--- src/rtl/mux_rr_reg.sv ---
// Registered N-channel selector with valid/ready on every input and the output.
// Fixed mode follows an external select; round-robin mode rotates fairly over valid channels.
module mux_rr_reg #(
    parameter int N_CH = 4,
    parameter int W    = 8,
    localparam int SEL_W = $clog2(N_CH)
) (
    input  logic                clk,
    input  logic                rst_n,
    input  logic                mode,
    input  logic [SEL_W-1:0]    sel,
    input  logic [N_CH*W-1:0]   in_data,
    input  logic [N_CH-1:0]     in_valid,
    output logic [N_CH-1:0]     in_ready,
    output logic [W-1:0]        out_data,
    output logic [SEL_W-1:0]    out_ch,
    output logic                out_valid,
    input  logic                out_ready
);

    logic [SEL_W-1:0] ptr;
    logic [SEL_W-1:0] rr_grant;
    logic [SEL_W-1:0] grant;
    logic             rr_ok;
    logic             fix_ok;
    logic             grant_ok;
    logic             load_en;
    logic [W-1:0]     grant_data;
    int               rr_idx;

    assign load_en = !out_valid || out_ready;

    // An out-of-range sel matches no channel, so it never grants.
    always_comb begin
        fix_ok = 1'b0;
        for (int i = 0; i < N_CH; i++) begin
            if (sel == SEL_W'(i)) begin
                fix_ok = in_valid[i];
            end
        end
    end

    // Search starts just after the last winner and wraps at N_CH, so the
    // last winner is considered only when nobody else is waiting.
    always_comb begin
        rr_ok    = 1'b0;
        rr_grant = '0;
        rr_idx   = 0;
        for (int k = 1; k <= N_CH; k++) begin
            rr_idx = int'(ptr) + k;
            if (rr_idx >= N_CH) begin
                rr_idx = rr_idx - N_CH;
            end
            if (!rr_ok && in_valid[rr_idx]) begin
                rr_ok    = 1'b1;
                rr_grant = SEL_W'(rr_idx);
            end
        end
    end

    assign grant    = mode ? rr_grant : sel;
    assign grant_ok = mode ? rr_ok    : fix_ok;

    always_comb begin
        grant_data = '0;
        for (int i = 0; i < N_CH; i++) begin
            if (grant == SEL_W'(i)) begin
                grant_data = in_data[i*W +: W];
            end
        end
    end

    // Gated by rst_n so no producer sees a handshake while the block is held in reset.
    always_comb begin
        in_ready = '0;
        for (int i = 0; i < N_CH; i++) begin
            in_ready[i] = rst_n && load_en && grant_ok && (grant == SEL_W'(i));
        end
    end

    always_ff @(posedge clk or negedge rst_n) begin
        if (!rst_n) begin
            out_valid <= 1'b0;
            out_data  <= '0;
            out_ch    <= '0;
            ptr       <= SEL_W'(N_CH - 1);
        end else if (load_en) begin
            if (grant_ok) begin
                out_data  <= grant_data;
                out_ch    <= grant;
                out_valid <= 1'b1;
                if (mode) begin
                    ptr <= grant;
                end
            end else begin
                out_valid <= 1'b0;
            end
        end
    end

endmodule

--- config.mk ---
export PLATFORM = sky130hd
export DESIGN_NAME = mux_rr_reg
export DESIGN_NICKNAME = d
export VERILOG_FILES = /design/src/rtl/mux_rr_reg.sv
export SDC_FILE = /design/constraint.sdc
export NUM_CORES = 1
export LEC_CHECK = 0
export BUFFER_PORTS_ARGS = -buffer_cell sky130_fd_sc_hd__buf_2
export CAP_MARGIN = 20
export CORE_UTILIZATION = 24
export CTS_CLUSTER_DIAMETER = 200
export DETAILED_ROUTE_END_ITERATION = 10
export GPL_TIMING_DRIVEN = 0
export HOLD_SLACK_MARGIN = 0.03
export RECOVER_POWER = 100
export SLEW_MARGIN = 10
export SYNTH_ARGS = -nofsm -noshare
export SYNTH_HDL_FRONTEND = slang
export SYNTH_SLANG_ARGS = --single-unit
export TNS_END_PERCENT = 1
--- constraint.sdc ---
create_clock -name clk -period 2.4 [get_ports clk]
set_input_delay 0.24 -clock clk [delete_from_list [all_inputs] [get_ports clk]]
set_output_delay 0.24 -clock clk [all_outputs]
set_load 0.1 [all_outputs]
==> results of run 1 <==
worst min path at each step:
stage	from	endpoint	slack, ns	depth (start not counted)
floorplan	rst_n	out_ch[0]	-0.06	0
global placement	rst_n	out_valid	0.16	1
detailed placement	rst_n	out_valid	0.16	1
CTS	in_data[30]	out_data[6]	0.30	3
global route	in_data[30]	out_data[6]	0.30	3
finish	in_data[30]	out_data[6]	0.29	3
layer usage:
layer  global-route usage  routed length (um)  vias up
met2                0.224                1590       37
met3               0.0245                 171        0
met4               0.0200                   0        0
met5                    0                   0        -
met1                0.168                1430      504
li1                     -                   -      546
synth_stat cells, types with 2 or more instances:
library cell  number  area [sq um]
inv_1              3          11.3
dfstp_2            2          52.6
dfrtp_1           11           275
o21ai_1            3          15.0
nand3_1            2          10.0
o221ai_2           8           120
nand2b_1           2          12.5
o22ai_2            2          25.0
o21ai_0            3          15.0
nand2_1           16          60.1
buf_4              4          30.0
nor2_1             6          22.5
mux2i_1           16           160
nand2_8            2          40.0
nor2b_1            4          25.0
metrics by stage:
stage	area, sq um	hold WS (ns)	setup TNS, ns
after detailed placement	1470	0.164	0
after CTS	1570	0.297	0
after global routing	1620	0.303	0
final	1620	0.295	0
after floorplan	1120	-0.0556	-0.509
after global placement	1470	0.157	0
power breakdown:
part | switching [W] | internal [W] | total, W
Combinational | 0.000907 | 0.000347 | 0.00125
Sequential | 0.0000507 | 0.000318 | 0.000368
Clock | 0.0000877 | 0.000117 | 0.000205
Total | 0.00105 | 0.000782 | 0.00183
flip-flops by register name, summed over array words and instances (netlist names):
register,cells
out_data,8
out_ch,2
ptr,2
out_valid,1
area by class of cell:
class	instances	share of cell area
multi-input combinational	87	0.459
timing repair buffer	64	0.237
sequential	13	0.202
tap	52	0.0402
clock buffer	4	0.0278
buffer	5	0.0263
inverter	3	0.00695
tightest hold or removal path, stage by stage:
cell      delay (ns)
buf_2           0.07
mux2i_1         0.07
o221ai_2        0.12
kinds of logic (layout without fill, tap and decap cells):
| family | Yosys count | after routing | synth area share |
|---|---|---|---|
| and+or+nand+nor | 41 | 41 | 0.218 |
| DFF | 13 | 13 | 0.295 |
| buffers and inverters | 8 | 76 | 0.0473 |
| AOI/OAI and AO/OA | 27 | 27 | 0.238 |
| muxes | 19 | 19 | 0.202 |
timing repair:
item	CTS	global route
buffers inserted	1	6
setup endpoints to repair	4	4
gates resized for setup	12	11
hold buffers	1	0
hold endpoints to repair	11	0
pin swaps	1	4
==> impl_metrics.toml, run 1 <==
[cells_and_area]
finalNonFillerCells = 228
diodes = 0
final_cell_mix = "41 x buf_2, 16 x nand2_1, 16 x mux2i_1, 12 x clkbuf_1, 11 x dfrtp_1"
syn2layout_area_growth_pct = 45.8
final_common_cell = "buf_2"
layout-drive-gt1-share = 0.483
post-route-util = 0.367
regArea_sq_um = 328
fillers = 476
nNetsFinal = 219
multi_input_area_sq_um = 744

[setup_path]
setup.worst_path.start_class = "register"
worstPathArrival_ns = 2.10
reg2reg_slack_ns = 0.21
cpPeakStageDelay_ns = 0.55
reg2regPathDepth = 8
path_cells = "mux4_1, nor2_1, o21ai_2, and3_4, nand3_2, nor2b_2, buf_12"
slowest_stage = "dfstp_2"
worst-path-stages = 7
crit_path_end = "in_ready[1]"
worstSetupEndpointType = "primary output"
rr_endpoint = "out_data[5]"
crit_required_ns = 2.16
cp_max_fo = 3
worst-path-buf-inv = 1
r2r_start = "ptr[0]"
path_delay_family = "flip-flops"
startpoint = "ptr[0]"
critPathKind = "reg -> out"

[synthesis]
yosys_warnings = 0
synth-edff-count = 0
yosysUniqueCellTypes = 39
synth_nets = 150
async_reset_ff_frac = 1.00
synth_cells = 108
synth_seq_cells = 13
ys.flop_type = "dfrtp_1"
synth_area_sq_um = 1110
yosysSeqAreaShare = 0.295
synth.avg_cell_area_sq_um = 10.3

[grt]
grt_overflow = 0
grt_max_degree = 16
grt_pass1_wl_um = 5040
groute.usage.overall = 0.129
antenna_found_initial = 0
first_global_vias = 1040

[clock_tree]
cts.sinks = 13
cts_buffers = 3
cts-root-buf = "clkbuf_8"
worstSkewPairLatency_ns = 0.24
h-tree-depth = 1
cts_tree = "done"
clkSlewWorstSetupHoldPaths_ns = 0.06
cts_buffer_depth = 2

[placement]
hpwl_um = 2280
numPortBuffers = 56
post-place-ws_ns = 0.0360
gp_congestion = 0.782
dp.cells = 216

[job]
cap_violations = 0

[route]
wl_per_cell_um = 14.0
drt_wl_total_um = 3180
drt_iter0_drc = 14
drc = 0
dr.pass1.iters = 4
post_drt_via_cell_ratio = 4.77
vias = 1087
ant_nets = 0

[timing]
finalMaxSlewViolations = 0
worstMarginPinSlew_ns = 1.18
setup_slack_ns = 0.0614
max_freq_mhz = 428
rsz0062_at_grt = "no"
slew_headroom = 0.215
hold_viol = 0
finalClockSkew_ns = 0.00251
fin_crit_sh = 0.974
finalSetupViolCount = 0
period_minus_slack_ns = 2.34

[die]
initial_core_util = 0.252
die_x_um = 70.0
dieArea_sq_um = 4910
core-area_sq_um = 4410
fp-row-count = 24
io_pins = 57
die_h_um = 70.0

[run_status]
outcome = "completed"

[power]
p_leak_nw = 0.725
power_density_nw_per_um2 = 1130
ir_drop_uv = 579
power_w = 0.00183

[hold_path]
hp-class = "in -> reg"
No activity file was read; power rests on OpenSTA's default activity.
==> inputs of run 2 (changes only) <==
--- a/config.mk
+++ b/config.mk
@@ -6,12 +6,12 @@
 export NUM_CORES = 1
 export LEC_CHECK = 0
 export BUFFER_PORTS_ARGS = -buffer_cell sky130_fd_sc_hd__buf_2
-export CAP_MARGIN = 20
-export CORE_UTILIZATION = 24
+export CORE_UTILIZATION = 45
 export CTS_CLUSTER_DIAMETER = 200
 export DETAILED_ROUTE_END_ITERATION = 10
 export GPL_TIMING_DRIVEN = 0
 export HOLD_SLACK_MARGIN = 0.03
+export PLACE_DENSITY = 0.79
 export RECOVER_POWER = 100
 export SLEW_MARGIN = 10
 export SYNTH_ARGS = -nofsm -noshare
==> run 2 against run 1 <==
Effect of this change:
- the flow now finishes with violations (setup timing)
- sequential cell count did not move
- via count grew 15%
- first-iteration DRC count grew 130%
- highest routed layer is now met4
==> impl_metrics.toml, run 2 (synthesis results as in run 1) <==
[timing]
rsz0062_at_grt = "yes"
period_minus_slack_ns = 2.50
worstMarginPinSlew_ns = 1.20
slew_headroom = 0.202
max_freq_mhz = 399
fin_crit_sh = 1.04
finalClockSkew_ns = 0.00639
finalSetupViolCount = 4
hold_viol = 0
whs_ns = 0.262
finalMaxSlewViolations = 0
setup_slack_ns = -0.103

[grt]
first_global_vias = 1015
grt_pass1_wl_um = 4590
groute.usage.overall = 0.230
grt_overflow = 0
antenna_found_initial = 0
grt_max_degree = 16

[setup_path]
cp_max_fo = 5
crit_required_ns = 2.16
setup.worst_path.start_class = "register"
worstSetupEndpointType = "primary output"
critPathKind = "reg -> out"
worstPathArrival_ns = 2.26

[clock_tree]
worstSkewPairLatency_ns = 0.29
clkSlewWorstSetupHoldPaths_ns = 0.08
cts.sinks = 13
cts-root-buf = "clkbuf_4"
cts_tree = "done"
h-tree-depth = 1
cts_buffers = 3
cts_buffer_depth = 2

[cells_and_area]
layout-drive-gt1-share = 0.538
top_regs = "out_data: 8 flops, out_ch: 2 flops, ptr: 2 flops"
syn2layout_area_growth_pct = 51.1
final_common_cell = "buf_2"
nNetsFinal = 225
fillers = 139
largest_register_ffs = 8
final_cell_mix = "43 x buf_2, 16 x nand2_1, 16 x mux2i_1, 12 x buf_4, 12 x clkbuf_1"
diodes = 0
top_register = "out_data"
design_area_sq_um = 1680

[route]
route.met2.wl_um = 1840
drc = 0
met3WireLength_um = 224
ant_nets = 0
dr.pass1.iters = 5
drt_iter0_drc = 32
highest_layer = "met4"
drt_wl_total_um = 3470
vias = 1247
wl_per_cell_um = 16.5
wl_met1_um = 1290
post_drt_via_cell_ratio = 5.94

[die]
die_x_um = 51.7
fp-row-count = 17
io_pins = 57
dieArea_sq_um = 2670
initial_core_util = 0.488
core-area_sq_um = 2280
die_h_um = 51.7

[placement]
hpwl_um = 2240
gp_congestion = 0.739
post-place-ws_ns = 0.00741
numPortBuffers = 56
placedInstanceArea_sq_um = 1440

[power]
power_density_nw_per_um2 = 1140
p_leak_nw = 0.756
power_w = 0.00191
ir_drop_uv = 991

[hold_path]
hp-class = "in -> reg"

[run_status]
outcome = "complete, but fails checks"
violations = "setup timing"

[job]
cap_violations = 0
run 2: cell types whose count changed in the layout (fill, tap and decap cells not counted), sizes merged:
| cell | before | now |
|---|---|---|
| buf | 55 | 63 |
| clkbuf | 17 | 15 |
run 2: path summary, 6_finish.rpt:
path	startpoint	endpoint	slack (ns)	cells past startpoint
worst max register to register	ptr[0]	out_data[2]	0.32	9
min in group asynchronous	rst_n	out_data[2]	0.40	2
worst min register to register	out_data[6]	out_data[6]	0.50	2
worst min-delay path	in_data[30]	out_data[6]	0.26	3
worst max-delay path	ptr[1]	in_ready[0]	-0.10	8
max in group asynchronous	rst_n	ptr[1]	1.68	2
run 2: per-stage QoR:
step	std cells	utilization	setup TNS [ns]
after floorplan	108	-	-0.509
after global routing	210	0.738	-0.179
after CTS	200	0.686	0
after global placement	192	0.631	0
final	210	0.738	-0.343
after detailed placement	192	0.631	0
run 2: power by group:
| group | leakage [nW] | internal [W] | switching, W |
|---|---|---|---|
| combinational | 0.588 | 0.000416 | 0.000962 |
| sequential | 0.153 | 0.000318 | 0.0000703 |
| clock | 0.0150 | 0.0000647 | 0.0000802 |
| total | 0.756 | 0.000799 | 0.00111 |
run 2: critical path: stages (launching register included):
cell and delay, ns:
dfstp_2 0.58, buf_6 0.13, nor2b_1 0.05, o21ai_0 0.29, nand2_1 0.21, a31o_2 0.36
nand3_4 0.13, nor2b_4 0.06, buf_12 0.16
run 2: timing repair:
item                       4_1_cts  5_1_grt
cloned                           0        2
buffers inserted                 3        8
hold endpoints to repair        11        0
hold buffers                     1        0
pin swaps                        5        4
setup endpoints to repair        4        4
resized for setup               18       13
run 2: cell type report:
cell class                      count  area, sq um  share of cell area
Multi-Input combinational cell     87          797               0.475
Timing Repair Buffer               70          429               0.256
Sequential cell                    13          328               0.195
Buffer                              5         52.6              0.0313
Tap cell                           28         35.0              0.0209
Clock buffer                        4         26.3              0.0156
Inverter                            3         11.3             0.00671
run 2: per-layer routing:
metal	vias up	global-route usage
met4	0	0.0631
met5	-	0
li1	560	-
met2	72	0.409
met1	599	0.280
met3	16	0.0468
